--- config.mk ---
export PLATFORM = sky130hd
export DESIGN_NAME = clkdiv_ctrl
export DESIGN_NICKNAME = d
export VERILOG_FILES = /design/src/rtl/clkdiv_pkg.sv /design/src/rtl/clkdiv_cnt.sv /design/src/rtl/clkdiv_ctrl.sv
export SDC_FILE = /design/constraint.sdc
export NUM_CORES = 1
export LEC_CHECK = 0
export CORE_MARGIN = 8
export CORE_UTILIZATION = 49
export CTS_CLUSTER_SIZE = 14
export DETAILED_ROUTE_END_ITERATION = 10
export PLACE_DENSITY = 0.75
export SLEW_MARGIN = 20
export SYNTH_ARGS = -nofsm -noshare
export SYNTH_HDL_FRONTEND = slang
export SYNTH_SLANG_ARGS = --single-unit
--- constraint.sdc ---
create_clock -name clk -period 3 [get_ports clk]
set_input_delay 0.9 -clock clk [delete_from_list [all_inputs] [get_ports clk]]
set_output_delay 0.9 -clock clk [all_outputs]
set_load 0.02 [all_outputs]
--- src/rtl/clkdiv_pkg.sv ---
// Shared types and defaults for the clock-divider controller.
// Contents: controller state enum, default divide-ratio field width.
// Imported by clkdiv_ctrl and clkdiv_cnt.
package clkdiv_pkg;

   localparam int DIV_W_DEF = 8;

   typedef enum logic [1:0] {
      ST_IDLE  = 2'd0,
      ST_RUN   = 2'd1,
      ST_PEND  = 2'd2,   // new ratio held, waiting for the current period to end
      ST_DRAIN = 2'd3    // en dropped, finishing the current period
   } state_t;

endpackage

--- src/rtl/clkdiv_cnt.sv ---
// Period counter: produces registered cnt, clkout and tick for ratio n.
// Ports: run/restart/n describe the *next* cycle; cnt/clkout/tick are flops,
//        tick_nx is the value tick takes at the next edge.
// clkout/tick are computed from the next counter value, so they line up with cnt.
module clkdiv_cnt #(
   parameter int DIV_W = 8
) (
   input  logic             clk,
   input  logic             rst,
   input  logic             run,       // controller will be running next cycle
   input  logic             restart,   // next cycle starts a new period (cnt = 0)
   input  logic [DIV_W-1:0] n,         // ratio applied next cycle
   output logic [DIV_W-1:0] cnt,
   output logic             clkout,
   output logic             tick,
   output logic             tick_nx
);

   logic [DIV_W-1:0] cnt_nx;
   logic [DIV_W:0]   half;       // ceil(n/2), one bit wider to avoid overflow
   logic             clkout_nx;

   always_comb begin
      half      = ({1'b0, n} + {{DIV_W{1'b0}}, 1'b1}) >> 1;
      cnt_nx    = (!run || restart) ? '0 : cnt + 1'b1;
      clkout_nx = run && ({1'b0, cnt_nx} < half);
      tick_nx   = run && (cnt_nx == n - 1'b1);
   end

   always_ff @(posedge clk or posedge rst) begin
      if (rst) begin
         cnt    <= '0;
         clkout <= 1'b0;
         tick   <= 1'b0;
      end else begin
         cnt    <= cnt_nx;
         clkout <= clkout_nx;
         tick   <= tick_nx;
      end
   end

endmodule

--- src/rtl/clkdiv_ctrl.sv ---
// Clock-divider controller: divides clk by a ratio changed via valid/ready,
// never emitting a partial period; en starts/stops on period boundaries.
// Ports: en, cfg_valid/cfg_div/cfg_ready, clkout, tick, running, div_cur.
// Option CLKDIV_CTRL_PERIOD_CNT_EN adds a 16-bit period_cnt output counting ticks.
module clkdiv_ctrl
   import clkdiv_pkg::*;
#(
   parameter int DIV_W   = DIV_W_DEF,
   parameter int DIV_RST = 4
) (
   input  logic             clk,
   input  logic             rst,
   input  logic             en,
   input  logic             cfg_valid,
   input  logic [DIV_W-1:0] cfg_div,
   output logic             cfg_ready,
   output logic             clkout,
   output logic             tick,
   output logic             running,
   output logic [DIV_W-1:0] div_cur
`ifdef CLKDIV_CTRL_PERIOD_CNT_EN
   ,
   output logic [15:0]      period_cnt
`endif
);

   localparam logic [DIV_W-1:0] DIV_RST_V = DIV_W'(DIV_RST);

   state_t           state, state_nx;
   logic [DIV_W-1:0] div_pend, div_pend_nx, div_cur_nx;
   logic [DIV_W-1:0] cfg_eff;
   logic [DIV_W-1:0] cnt;
   logic             xfer;
   logic             run_nx;
   logic             restart;
   logic             tick_nx;

   assign running   = (state != ST_IDLE);
   assign cfg_ready = (state == ST_IDLE) || (state == ST_RUN);
   assign xfer      = cfg_valid && cfg_ready;
   // A zero ratio is meaningless; treat it as divide-by-1.
   assign cfg_eff   = (cfg_div == '0) ? {{(DIV_W-1){1'b0}}, 1'b1} : cfg_div;

   // The registered tick marks the last cycle of the current period, which is
   // the only point where ratio changes and stop requests take effect.
   always_comb begin
      state_nx    = state;
      div_cur_nx  = div_cur;
      div_pend_nx = div_pend;
      case (state)
         ST_IDLE: begin
            if (xfer) div_cur_nx = cfg_eff;
            if (en)   state_nx   = ST_RUN;
         end
         ST_RUN: begin
            if (xfer) begin
               div_pend_nx = cfg_eff;
               state_nx    = ST_PEND;
            end else if (!en) begin
               state_nx = tick ? ST_IDLE : ST_DRAIN;
            end
         end
         ST_PEND: begin
            if (tick) begin
               div_cur_nx = div_pend;
               state_nx   = en ? ST_RUN : ST_IDLE;
            end
         end
         ST_DRAIN: begin
            if (en)        state_nx = ST_RUN;
            else if (tick) state_nx = ST_IDLE;
         end
         default: state_nx = ST_IDLE;
      endcase
      run_nx  = (state_nx != ST_IDLE);
      restart = tick || (state == ST_IDLE);
   end

   always_ff @(posedge clk or posedge rst) begin
      if (rst) begin
         state    <= ST_IDLE;
         div_cur  <= DIV_RST_V;
         div_pend <= DIV_RST_V;
      end else begin
         state    <= state_nx;
         div_cur  <= div_cur_nx;
         div_pend <= div_pend_nx;
      end
   end

   clkdiv_cnt #(.DIV_W(DIV_W)) u_cnt (
      .clk     (clk),
      .rst     (rst),
      .run     (run_nx),
      .restart (restart),
      .n       (div_cur_nx),
      .cnt     (cnt),
      .clkout  (clkout),
      .tick    (tick),
      .tick_nx (tick_nx)
   );

`ifdef CLKDIV_CTRL_PERIOD_CNT_EN
   // Counts in step with the registered tick, so the value is already
   // incremented during the cycle the tick is visible.
   always_ff @(posedge clk or posedge rst) begin
      if (rst)
         period_cnt <= '0;
      else if (state == ST_IDLE && state_nx == ST_RUN)
         period_cnt <= {15'd0, tick_nx};
      else if (tick_nx)
         period_cnt <= period_cnt + 16'd1;
   end
`endif

endmodule

# Word-level counts from Yosys, hierarchy flattened
# Cells that the tools add are included.
[classes]
n_lt_le_gt_ge = 1
div = 0
multipliers = 0
n_mux = 14
add_sub_neg = 3
n_eq_ne = 4
reduce_logical = 12
n_bitwise = 0
shift = 0
[op_table]
columns = ["op", "n"]
rows = [
  ["two-way mux 8 bit", 4],
  ["one-hot mux 8 bit (2 select lines)", 1],
  ["two-way mux 2 bit", 7],
  ["adder 8 x 1 -> 9 bit, second input constant", 1],
  ["adder 8 x 1 -> 8 bit, second input constant", 1],
  ["equality test 8 bit", 1],
  ["zero test 8 bit", 1],
  ["< comparator 8 bit", 1],
  ["one-hot mux 2 bit (4 select lines)", 1],
  ["subtractor 8 x 1 -> 8 bit, second input constant", 1],
  ["equality test 2 bit, second input constant", 2],
  ["nonzero test 2 bit", 2],
  ["logical AND 1 bit", 3],
  ["logical OR 1 bit", 3],
  ["equality test 2 x 1 -> 1 bit, second input constant", 1],
  ["zero test 2 bit", 1],
  ["AND reduction 2 bit", 1],
  ["zero test 1 bit", 1],
  ["two-way mux 1 bit", 1],
]
[totals]
word_cells = 40
rom_bits = 0
mem_count = 0
latchBits = 0
input_bits = 12
reg_bits = 28
ramBits = 0

# Logic depth before layout (Yosys ltp)
[logic_depth]
ltp_word = 11
mapped_depth = 13
depth_no_buf = 12

# Modules after synthesis
# A second synthesis with hierarchy kept.
[unflattened]
hier_cells = 202
area_unflattened_um2 = 1915.6
[modules_own_cells]
columns = ["mod", "area_each_um2", "cells_per_inst", "instances", "seq_area_each_um2"]
rows = [
  ["clkdiv_ctrl", 975.9, 92, 1, 452.9],
  ["clkdiv_cnt", 939.7, 110, 1, 250.2],
]

# Worst setup path before layout
# OpenSTA, ideal clock, no wires.
[synth_path]
kind = "input to register"
start = "in cfg_div[4]"
end = "reg u_cnt.clkout"
setup_slack_ps = -421
path_stages = 11
arrival_time_ps = 3296
setup_ps = 125
path_buffers = 0
path_cell_list = "nor4_1 a211oi_1 o221ai_1 ha_1 nand3_1 nor2_1 xnor2_1 ha_1 a21o_1 a21o_1 a2111oi_0"
[synth_between]
elab_chain_len = 7
[synth_rtl]
columns = ["element", "line", "source"]
rows = [
  ["start: declaration", "clkdiv_ctrl.sv:15", "input logic [DIV_W-1:0] cfg_div,"],
  ["zero test 8 bit", "clkdiv_ctrl.sv:42", "assign cfg_eff = (cfg_div == '0) ? {{(DIV_W-1){1'b0}}, 1'b1} : cfg_div;"],
  ["two-way mux 8 bit", "clkdiv_ctrl.sv:42", ""],
  ["two-way mux 8 bit", "clkdiv_ctrl.sv:52", "if (xfer) div_cur_nx = cfg_eff;"],
  ["one-hot mux 8 bit (2 select lines)", "clkdiv_ctrl.sv:50", "case (state)"],
  ["named net div_cur_nx[0]", "clkdiv_ctrl.sv:30", "logic [DIV_W-1:0] div_pend, div_pend_nx, div_cur_nx;"],
  ["adder 8 x 1 -> 9 bit", "clkdiv_cnt.sv:24", "half = ({1'b0, n} + {{DIV_W{1'b0}}, 1'b1}) >> 1;"],
  ["< comparator 8 bit", "clkdiv_cnt.sv:26", "clkout_nx = run && ({1'b0, cnt_nx} < half);"],
  ["logical AND 1 bit", "clkdiv_cnt.sv:26", ""],
  ["named net u_cnt.clkout_nx", "clkdiv_cnt.sv:21", "logic clkout_nx;"],
  ["end signal: assignment", "clkdiv_cnt.sv:37", "clkout <= clkout_nx;"],
  ["end: declaration", "clkdiv_cnt.sv:14", "output logic clkout,"],
]
# The timed path passes the listed nets, and every way through them passes these cells.
# A chain may end at the register's enable or synchronous reset.

# Worst setup path after layout
[layout_path]
start = "in cfg_div[6]"
end = "reg u_cnt.clkout"
# The elaborated chain is that of the path after synthesis.

==> out/metrics.json <==
{
  "sta": {
    "part_of_the_cycle_the_worst_path_needs": 0.995,
    "final_setup_vio_count": 0,
    "worst_pin_slew_ps": 503,
    "timing.fmax_mhz": 335,
    "hold_viol_final": 0,
    "slew_headroom": 0.664,
    "final.min_clock_period_ps": 2980,
    "min_setup_slack_post_route_ps": 16.4,
    "fin_worst_skew_ps": 4.92,
    "finalMaxSlewViolations": 0,
    "rsz0062_at_grt": "true"
  },
  "clock_network": {
    "cts-root-buf": "sky130_fd_sc_hd__clkbuf_8",
    "cts_max_path_buffers": 2,
    "clk-insertion-delay-late_ps": 280,
    "cts_tree": "yes",
    "clkTransAtPathRegs_ps": 90,
    "htreeDepth": 1,
    "post_cts_hold_buffer_count": 0,
    "cts_made_buffers": 3,
    "clock_sinks": 28
  },
  "critical_path": {
    "critical_path.reg2reg.startpoint": "state[1]",
    "critical_path_end_type": "flip-flop",
    "crit_family": "compound AO/OA/AOI/OAI gates",
    "worst-endpoint-required_ps": 3180,
    "critPathMaxStageDelay_ps": 340,
    "reg2regPathDepth": 12,
    "crit_path_cell_trace": "buf_8 > nor4_4 > a211oi_2 > o221ai_2 > buf_4 > nand2_1 > nor2_2 > nand3_1 > xnor2_1 > ha_1 > a21o_1 > a2111oi_4",
    "crit_arrival_ps": 3160,
    "path_buf_inv": 2,
    "crit_fanout": 4,
    "critical_path_class": "in -> reg",
    "crit_path_start": "cfg_div[6]",
    "timing.critical_path.from_type": "input pin",
    "critical_path.slowest_cell": "sky130_fd_sc_hd__a2111oi_4",
    "cp.depth": 12
  },
  "grt": {
    "largest_net_degree_at_the_start_of_global_routing": 29,
    "track_usage": 0.170,
    "first_global_vias": 1722,
    "grt_antenna_before_repair": 0,
    "grt_util_met3": 0.0326,
    "grt_first_pass_wirelength_um": 8270,
    "gr-usage-met1": 0.207,
    "grt_most_used_layer": "met2",
    "overflow": 0,
    "met2_usage": 0.280
  },
  "placed_design": {
    "detailedPlace.worstSlack_ps": -808,
    "place.detailed.hpwl_um": 3720,
    "placed_cell_area_um2": 2390,
    "routabilityCongestion": 0.875,
    "io_buffer_count": 23
  },
  "hold_path": {
    "timing.hold.worst_path_depth": 1,
    "timing.hold.worst.class": "reg -> reg",
    "holdCritStartpoint": "div_pend[1]"
  },
  "floorplanning": {
    "die_h_um": 77.0,
    "fp-row-count": 22,
    "floorplan.core_area_um2": 3630,
    "start_util": 0.502,
    "ios": 24,
    "width_of_the_chip_um": 77.0,
    "die-area_um2": 5930
  },
  "route": {
    "detailroute.via_count": 1709,
    "detail_route.vias_per_cell": 5.58,
    "routed_wl_um": 5140,
    "1st_iter_drt_viols": 129,
    "remaining_drc_errors": 0,
    "drt-wirelength-per-cell_um": 16.8,
    "drtPass1Iterations": 4,
    "drtAntennaViolNets": 0
  },
  "final_layout": {
    "nNetsFinal": 281,
    "area_growth_syn_to_layout_pct": 41.4,
    "num-fill-cells": 274,
    "antenna_cells_inserted": 0,
    "share_of_cells_above_drive_strength_1": 0.341,
    "final_cell_area_um2": 2580,
    "layout.cells.most_common_list": "sky130_fd_sc_hd__buf_4, sky130_fd_sc_hd__dfrtp_1, sky130_fd_sc_hd__xnor2_1",
    "layout_commonest_cell": "sky130_fd_sc_hd__buf_4"
  },
  "power_and_ir_drop": {
    "cellPowerDensity_nw_per_um2": 1190,
    "power_leakage_nw": 1.17,
    "vdd_ir_drop_max_uv": 623,
    "finalPower_w": 0.00307
  },
  "run": {
    "drv.max_cap_violation_count": 0
  },
  "synth": {
    "synthDominantCellAreaShare": 0.356,
    "yosysWarningCount": 0,
    "post_synth_instance_area_um2": 1830,
    "synthesis.nets": 211,
    "syn-mean-instance-area_um2": 9.66,
    "ys_ff_latch": 28,
    "synth_seq_area_share": 0.385,
    "synth.lib_cells_used.distinct": 44,
    "syn-instance-count": 189,
    "synth.largest_area_cell": "sky130_fd_sc_hd__dfrtp_1",
    "synthTopCellsByArea": "sky130_fd_sc_hd__dfrtp_1, sky130_fd_sc_hd__xnor2_1, sky130_fd_sc_hd__ha_1"
  },
  "status": {
    "outcome": "finished clean"
  }
}
## synth_stat cells
| cell | number |
|---|---|
| sky130_fd_sc_hd__nand2b_1 | 1 |
| sky130_fd_sc_hd__o221ai_1 | 1 |
| sky130_fd_sc_hd__a221o_1 | 1 |
| sky130_fd_sc_hd__a21o_1 | 4 |
| sky130_fd_sc_hd__inv_2 | 1 |
| sky130_fd_sc_hd__inv_4 | 1 |
| sky130_fd_sc_hd__mux2_2 | 7 |
| sky130_fd_sc_hd__o21ai_1 | 2 |
| sky130_fd_sc_hd__and2b_4 | 1 |
| sky130_fd_sc_hd__a2111oi_0 | 1 |
| sky130_fd_sc_hd__a32o_1 | 1 |
| sky130_fd_sc_hd__mux2i_1 | 2 |
| sky130_fd_sc_hd__xnor2_1 | 17 |
| sky130_fd_sc_hd__nor4_1 | 1 |
| sky130_fd_sc_hd__buf_6 | 2 |
| sky130_fd_sc_hd__nor2_1 | 12 |
| sky130_fd_sc_hd__nor4_2 | 1 |
| sky130_fd_sc_hd__a21oi_1 | 8 |
| sky130_fd_sc_hd__a22oi_1 | 2 |
| sky130_fd_sc_hd__o21ai_0 | 10 |
| sky130_fd_sc_hd__nand2_1 | 14 |
| sky130_fd_sc_hd__buf_4 | 1 |
| sky130_fd_sc_hd__nand3_1 | 11 |
| sky130_fd_sc_hd__ha_1 | 10 |
| sky130_fd_sc_hd__inv_1 | 10 |
| sky130_fd_sc_hd__or3_4 | 1 |
| sky130_fd_sc_hd__nor2_2 | 1 |
| sky130_fd_sc_hd__nor3_1 | 4 |
| sky130_fd_sc_hd__xor2_1 | 5 |
| sky130_fd_sc_hd__a22o_1 | 2 |
| sky130_fd_sc_hd__a32oi_1 | 8 |
| sky130_fd_sc_hd__a211oi_1 | 1 |
| sky130_fd_sc_hd__clkbuf_1 | 3 |
| sky130_fd_sc_hd__dfrtp_1 | 26 |
| sky130_fd_sc_hd__and3_4 | 1 |
| sky130_fd_sc_hd__o21bai_1 | 1 |
| sky130_fd_sc_hd__o211ai_1 | 1 |
| sky130_fd_sc_hd__o21a_1 | 1 |
| sky130_fd_sc_hd__nor2b_1 | 3 |
| sky130_fd_sc_hd__dfstp_2 | 2 |
| sky130_fd_sc_hd__nor4b_4 | 1 |
| sky130_fd_sc_hd__nand4_1 | 2 |
| sky130_fd_sc_hd__and3_1 | 2 |
| sky130_fd_sc_hd__or3_1 | 2 |
## kinds of logic after synthesis
logic type / share of synthesized area
AO/OA/AOI/OAI: 0.165
multiplexers: 0.0541
buffers and inverters: 0.0487
AND/OR/NAND/NOR: 0.173
adder cells (fa/ha/maj): 0.0685
flip-flops: 0.385
XOR/XNOR: 0.106
## worst paths after layout
check                               end  slack [ps]
setup / recovery           u_cnt.clkout          20
hold / removal              div_pend[1]         520
setup reg to reg           u_cnt.clkout          80
hold reg to reg             div_pend[1]         520
max in group asynchronous   div_pend[2]        1700
min in group asynchronous    div_cur[5]         990
## stage by stage
stage | util | TNS (ps) | cells | hold WS, ps
floorplan | - | -121 | 189 | 451
finish | 0.710 | 0 | 306 | 518
global placement | 0.657 | -976 | 291 | 492
detailed placement | 0.657 | -1220 | 291 | 495
CTS | 0.697 | 0 | 304 | 516
global route | 0.710 | -125 | 306 | 536
## flip-flops by register name, summed over array words and instances (netlist names)
name	count
div_cur	8
div_pend	8
state	2
u_cnt.clkout	1
u_cnt.cnt	8
u_cnt.tick	1
## per-layer routing
metal,part of all wire,vias to the layer above
met5,0,-
met4,0.027,0
met3,0.047,13
met2,0.48,44
met1,0.44,833
li1,-,819
## what timing repair did
action,4_1_cts,5_1_grt
resized for setup,36,13
setup buffers,9,2
pin swaps,15,13
gates cloned,0,0
setup endpoints to repair,2,1
## where the power goes
part	total [W]	switching (W)	internal, W
logic	0.00217	0.00106	0.00111
registers	0.000691	0.000157	0.000535
clock network	0.000213	0.000118	0.0000954
## area by class of cell
type	instances	area, um2	area share
multi-input combinational	143	1140	0.443
sequential	28	703	0.272
timing repair buffer	71	583	0.226
tap	48	60.1	0.0233
inverter	12	47.5	0.0184
clock buffer	4	45.0	0.0175
Note: power is estimated with default switching activity, not from simulation.
